--- src/rtl/lut_scan_pkg.sv ---
// Shared types and constants for the lut_1058 code-sweep controller.
// Holds the scan FSM state enum, widths and the decoded code set.
package lut_scan_pkg;

  localparam int CODE_W = 4;
  localparam int NCODES = 16;
  localparam int CNT_W  = 5;

  localparam logic [CODE_W-1:0] A_ONE = 4'd2;
  localparam logic [CODE_W-1:0] B_ONE = 4'd5;
  localparam logic [CODE_W-1:0] C_ONE = 4'd9;
  localparam logic [CODE_W-1:0] D_ONE = 4'd14;

  typedef enum logic [1:0] {
    IDLE = 2'd0,
    SCAN = 2'd1,
    DONE = 2'd2
  } state_t;

endpackage

--- src/rtl/lut_1058.sv ---
// Decode datapath: s is high for the four codes A_ONE..D_ONE.
// Ports: b (4-bit code in), s (match out, combinational).
import lut_scan_pkg::*;

module lut_1058 (
  input  logic [CODE_W-1:0] b,
  output logic              s
);

  assign s = (b == A_ONE) | (b == B_ONE)
           | (b == C_ONE) | (b == D_ONE);

endmodule

--- src/rtl/lut_1058_scan_ctrl.sv ---
// Sweeps lut_1058 through all codes, builds match mask/count/first.
// Ports: clk, rst_n, start_i/abort_i/ack_i in; busy/done/results out.
import lut_scan_pkg::*;

module lut_1058_scan_ctrl #(
  parameter int DWELL = 1
) (
  input  logic              clk,
  input  logic              rst_n,
  input  logic              start_i,
  input  logic              abort_i,
  input  logic              ack_i,
  output logic              busy_o,
  output logic              done_o,
  output logic [NCODES-1:0] mask_o,
  output logic [CNT_W-1:0]  match_cnt_o,
  output logic [CODE_W-1:0] first_o,
  output logic              first_vld_o,
  output logic [CODE_W-1:0] code_o
);

  localparam logic [7:0] DW_LAST = 8'(DWELL - 1);
  localparam logic [CODE_W-1:0] CODE_LAST = CODE_W'(NCODES - 1);

  state_t            state_q, state_d;
  logic [CODE_W-1:0] code_q, code_d;
  logic [7:0]        dwell_q, dwell_d;
  logic [NCODES-1:0] mask_q, mask_d;
  logic [CNT_W-1:0]  cnt_q, cnt_d;
  logic [CODE_W-1:0] first_q, first_d;
  logic              fvld_q, fvld_d;
  logic              busy_q, busy_d;
  logic              done_q, done_d;
  logic              clr;
  logic              lut_s;

  lut_1058 u_lut (
    .b (code_q),
    .s (lut_s)
  );

  always_comb begin
    state_d = state_q;
    code_d  = code_q;
    dwell_d = dwell_q;
    mask_d  = mask_q;
    cnt_d   = cnt_q;
    first_d = first_q;
    fvld_d  = fvld_q;
    busy_d  = busy_q;
    done_d  = done_q;
    clr     = 1'b0;
    unique case (state_q)
      IDLE: begin
        if (start_i) begin
          clr     = 1'b1;
          state_d = SCAN;
          busy_d  = 1'b1;
        end
      end
      SCAN: begin
        if (abort_i) begin
          clr     = 1'b1;
          state_d = IDLE;
          busy_d  = 1'b0;
        end else if (dwell_q == DW_LAST) begin
          mask_d[code_q] = lut_s;
          if (lut_s) cnt_d = cnt_q + 5'd1;
          if (lut_s && !fvld_q) begin
            first_d = code_q;
            fvld_d  = 1'b1;
          end
          dwell_d = 8'd0;
          code_d  = code_q + 4'd1;
          if (code_q == CODE_LAST) begin
            state_d = DONE;
            busy_d  = 1'b0;
            done_d  = 1'b1;
          end
        end else begin
          dwell_d = dwell_q + 8'd1;
        end
      end
      DONE: begin
        // restart takes precedence over ack
        if (start_i) begin
          clr     = 1'b1;
          state_d = SCAN;
          busy_d  = 1'b1;
          done_d  = 1'b0;
        end else if (ack_i) begin
          state_d = IDLE;
          done_d  = 1'b0;
        end
      end
      default: begin
        state_d = IDLE;
        busy_d  = 1'b0;
        done_d  = 1'b0;
      end
    endcase
    if (clr) begin
      code_d  = '0;
      dwell_d = '0;
      mask_d  = '0;
      cnt_d   = '0;
      first_d = '0;
      fvld_d  = 1'b0;
    end
  end

  always_ff @(posedge clk) begin
    if (!rst_n) begin
      state_q <= IDLE;
      code_q  <= '0;
      dwell_q <= '0;
      mask_q  <= '0;
      cnt_q   <= '0;
      first_q <= '0;
      fvld_q  <= 1'b0;
      busy_q  <= 1'b0;
      done_q  <= 1'b0;
    end else begin
      state_q <= state_d;
      code_q  <= code_d;
      dwell_q <= dwell_d;
      mask_q  <= mask_d;
      cnt_q   <= cnt_d;
      first_q <= first_d;
      fvld_q  <= fvld_d;
      busy_q  <= busy_d;
      done_q  <= done_d;
    end
  end

  assign busy_o      = busy_q;
  assign done_o      = done_q;
  assign mask_o      = mask_q;
  assign match_cnt_o = cnt_q;
  assign first_o     = first_q;
  assign first_vld_o = fvld_q;
  assign code_o      = code_q;

endmodule

--- config.mk ---
export PLATFORM = sky130hd
export DESIGN_NAME = lut_1058_scan_ctrl
export DESIGN_NICKNAME = d
export VERILOG_FILES = /design/src/rtl/lut_scan_pkg.sv /design/src/rtl/lut_1058.sv /design/src/rtl/lut_1058_scan_ctrl.sv
export SDC_FILE = /design/constraint.sdc
export NUM_CORES = 1
export LEC_CHECK = 0
export ABC_AREA = 0
export CORE_MARGIN = 2
export CORE_UTILIZATION = 30
export DETAILED_ROUTE_END_ITERATION = 8
export PLACE_DENSITY_LB_ADDON = 0.15
export SYNTH_ARGS = -nofsm -noshare
export SYNTH_HDL_FRONTEND = slang
export SYNTH_SLANG_ARGS = --single-unit
export TNS_END_PERCENT = 30
--- constraint.sdc ---
create_clock -name clk -period 2 [get_ports clk]
set_clock_uncertainty 0.2 [all_clocks]
set_input_delay 0.4 -clock clk [delete_from_list [all_inputs] [get_ports clk]]
set_output_delay 0.4 -clock clk [all_outputs]
set_load 0.005 [all_outputs]
==> results.yml <==
yosys:
  yosys_most_used_dff: "dfxtp_1"
  synth-adder-area-share: 0.04534
  yosys.area_share.simple: 0.2591
  synth_top_area_cell: "dfxtp_1"
  synth_cell_type_count: 37
  post_syn_area_um2: 1932
  yosysMostFrequentCell: "dfxtp_1"
  yosys_register_bits: 42
  ys_async_sr_fraction: 0
  synth_mux_area_frac: 0.03174
  synth_compound_area_frac: 0.1399
  synth.yosys.seq_area_share: 0.4352
  synth_commonest_cells: "dfxtp_1, nand2_1, a21oi_1"
  synth_top_cell_area_share: 0.4352
  post_synth.cell_area_avg_um2: 8.548
  syn_inst: 226
  netlist_top_cells_area: "dfxtp_1, a21oi_1, nand2_1"
  yosys.area_share.xor_xnor: 0.04080
  synth_enable_flop_cells: 0
  postSynthNetCount: 238
  synth_top_family_by_area: "simple AND/OR/NAND/NOR gates"
  synth_warnings: 0
sta:
  max_slew.worst_pin.slew_ps: 381.5
  setup_viol_count_final: 0
  finalCriticalPeriod_ps: 1929
  setup_total_neg_slack_ps: 0
  hold-worst-slack_ps: 264.4
  max_clock_freq_ghz: 0.5183
  timing.final.ws_setup_ps: 70.79
  final_hold_violating_endpoints: 0
  final-max-slew-violation-count: 0
  timing.max_slew.rel_slack: 0.7449
  period_share: 0.9646
  rsz0062_at_grt: "true"
floorplanning:
  die_w_um: 84.25
  die-height_um: 84.25
  initial_core_util: 0.3078
  floorplan.io_pins: 37
  die_area_um2: 7097
  coreArea_um2: 6277
  row_count: 29
drt:
  antenna_left: 0
  post_drt_via_cell_ratio: 4.895
  drt_iter0_markers: 65
  route.detailed.drc: 0
  route.vias.total: 1821
  routedWlPerCell_um: 13.79
  detailedRoute.firstPassIterationCount: 4
  drt-total-wl_um: 5131
power_and_ir_drop:
  internal-power_w: 0.001183
  total_switching_power_w: 0.0003923
  power_w: 0.001576
  worst_ir_drop_vdd_mv: 0.3009
  share_of_power_burned_in_the_clock_network: 0.379
  logic_gate_share_of_total_power: 0.086
  cellLeakagePower_nw: 1.044
  power.sequential.fraction: 0.536
  swShare: 0.2490
  power_density_nw_per_um2: 554.0
global_routing:
  initial_antenna_violation_count: 0
  grt_util_all_layers: 0.1413
  first_pass_grt_wire_length_um: 8010
  grt.overflow.total: 0
  grt_start_max_net_pins: 28
  via_count_of_the_first_global_routing_pass: 1721
setup_path:
  worst-endpoint-required_ps: 2000
  timing.setup.critical_path_class: "reg -> reg"
  critPathLaunchType: "flop"
  critical_path_peak_fanout: 4
  worst_setup_path_end_kind: "flop"
  timing.critical_path.arrival_ps: 1920
outcome:
  outcome: "finished clean"
clock_tree:
  clk_latency_ps: 300
  cts_inserted_buffers: 5
  cts_tree: "done"
  ctsRootBufferMaster: "clkbuf_8"
  clk_pin_slew_worst_paths_ps: 90
  clock_tree_buf_depth: 2
  cts_max_level: 2
  cts.sinks: 42
  cts_hold_repair_buffers: 0
placement:
  hpwlAfterDp_um: 3499
  gpl.final_weighted_congestion: 0.7123
  port-buffer-count: 36
  worst_slack_at_placement_ps: -383.1
flow_run:
  cap_violations: 0
final_layout:
  n_fill_cell: 616
  layout.nets: 306
  antenna_cells_inserted: 0
  area.growth.synth_to_final_pct: 47.22
  drive_above_1_share: 0.2441
hold_path:
  hp-class: "reg -> reg"
==> power by group through the flow <==
stage / combinational (W) / clock, W / sequential, W
floorplan: 0.0000526 / 0 / 0.000864
global placement: 0.000114 / 0 / 0.000863
detailed placement: 0.000116 / 0 / 0.000863
CTS: 0.000119 / 0.000622 / 0.000844
global route: 0.000146 / 0.000656 / 0.000845
finish: 0.000135 / 0.000597 / 0.000844
==> kinds of logic (layout without fill, tap and decap cells) <==
logic type	Yosys count	in the layout
adder cells (fa/ha/maj)	7	7
AND/OR/NAND/NOR	92	93
multiplexers	6	6
buffers and inverters	22	90
AO/OA/AOI/OAI	48	48
XOR/XNOR	9	9
flip-flops	42	42
==> repair_timing <==
item	in CTS	in global routing
endpoints found under the setup margin	18	25
resized for setup	3	26
gates cloned	0	2
pin swaps	0	22
setup buffers	1	5
==> area by class of cell <==
cell class	instances	area [um^2]	area share
clock buffer	6	82.58	0.02904
inverter	8	30.03	0.01056
clock inverter	2	12.51	0.004399
timing repair buffer	74	680.7	0.2393
multi-input combinational	163	1099	0.3863
tap	77	96.34	0.03388
sequential	42	843.3	0.2965
==> layout by cell type (no fill, tap or decap), types with 2 or more instances in the layout <==
cell             netlist  routed
xor2_1                 4       4
o21ai_0               14      14
nand4_1                4       4
a21oi_2                0       4
buf_6                  0       6
nor2b_1                3       3
nand3_1                8       8
ha_1                   7       6
or4_4                  0       4
clkdlybuf4s50_1        0      35
a31oi_1                5       5
mux2i_1                5       5
nor3_1                 4       4
dfxtp_1               42      40
buf_4                  0      30
nand3_4                0       2
nor4_1                 2       2
o31ai_1                3       2
dfxtp_2                0       2
nand2_1               27      27
a21oi_1               22      18
clkbuf_8               0       6
nor2_1                16      16
xnor2_1                5       5
or3_4                  0       3
inv_2                  0       2
or3_1                 12       9
inv_1                  8       6
==> state kept, by name, indices dropped and copies added, names as in the netlist <==
register / flops
state_q: 2
code_o: 4
match_cnt_o: 5
busy_o: 1
first_vld_o: 1
mask_o: 16
done_o: 1
first_o: 4
dwell_q: 8
==> critical path, cell delays in order, from the launching register on <==
cell,delay [ps]
dfxtp_2,340
inv_2,60
ha_4,120
nor4b_4,190
buf_6,170
nand2_2,60
or4_4,550
mux2i_1,140
==> metrics by stage <==
stage               instance area (um^2)    util  cells
floorplan                           1932       -    226
finish                              2844  0.4531    372
CTS                                 2689  0.4283    365
global placement                    2571  0.4096    356
detailed placement                  2571  0.4096    356
global route                        2844  0.4531    372
==> per-layer routing <==
metal | part of all wire | vias up | GRT usage | routed length [um]
met3 | 0.028 | 7 | 0.03147 | 143
met4 | 0.013 | 0 | 0.05865 | 65
met2 | 0.48 | 31 | 0.2374 | 2481
met1 | 0.48 | 852 | 0.1747 | 2441
li1 | - | 931 | - | -
met5 | 0 | - | 0 | 0
==> final timing paths <==
check                                 from         end  slack (ps)  cells past startpoint
worst max register to register  dwell_q[1]  first_o[1]          70                      7
worst min register to register  first_o[2]  first_o[2]         260                      2
worst min-delay path            first_o[2]  first_o[2]         260                      2
worst max-delay path            dwell_q[1]  first_o[1]          70                      7
No activity file was read; power rests on OpenSTA's default activity.
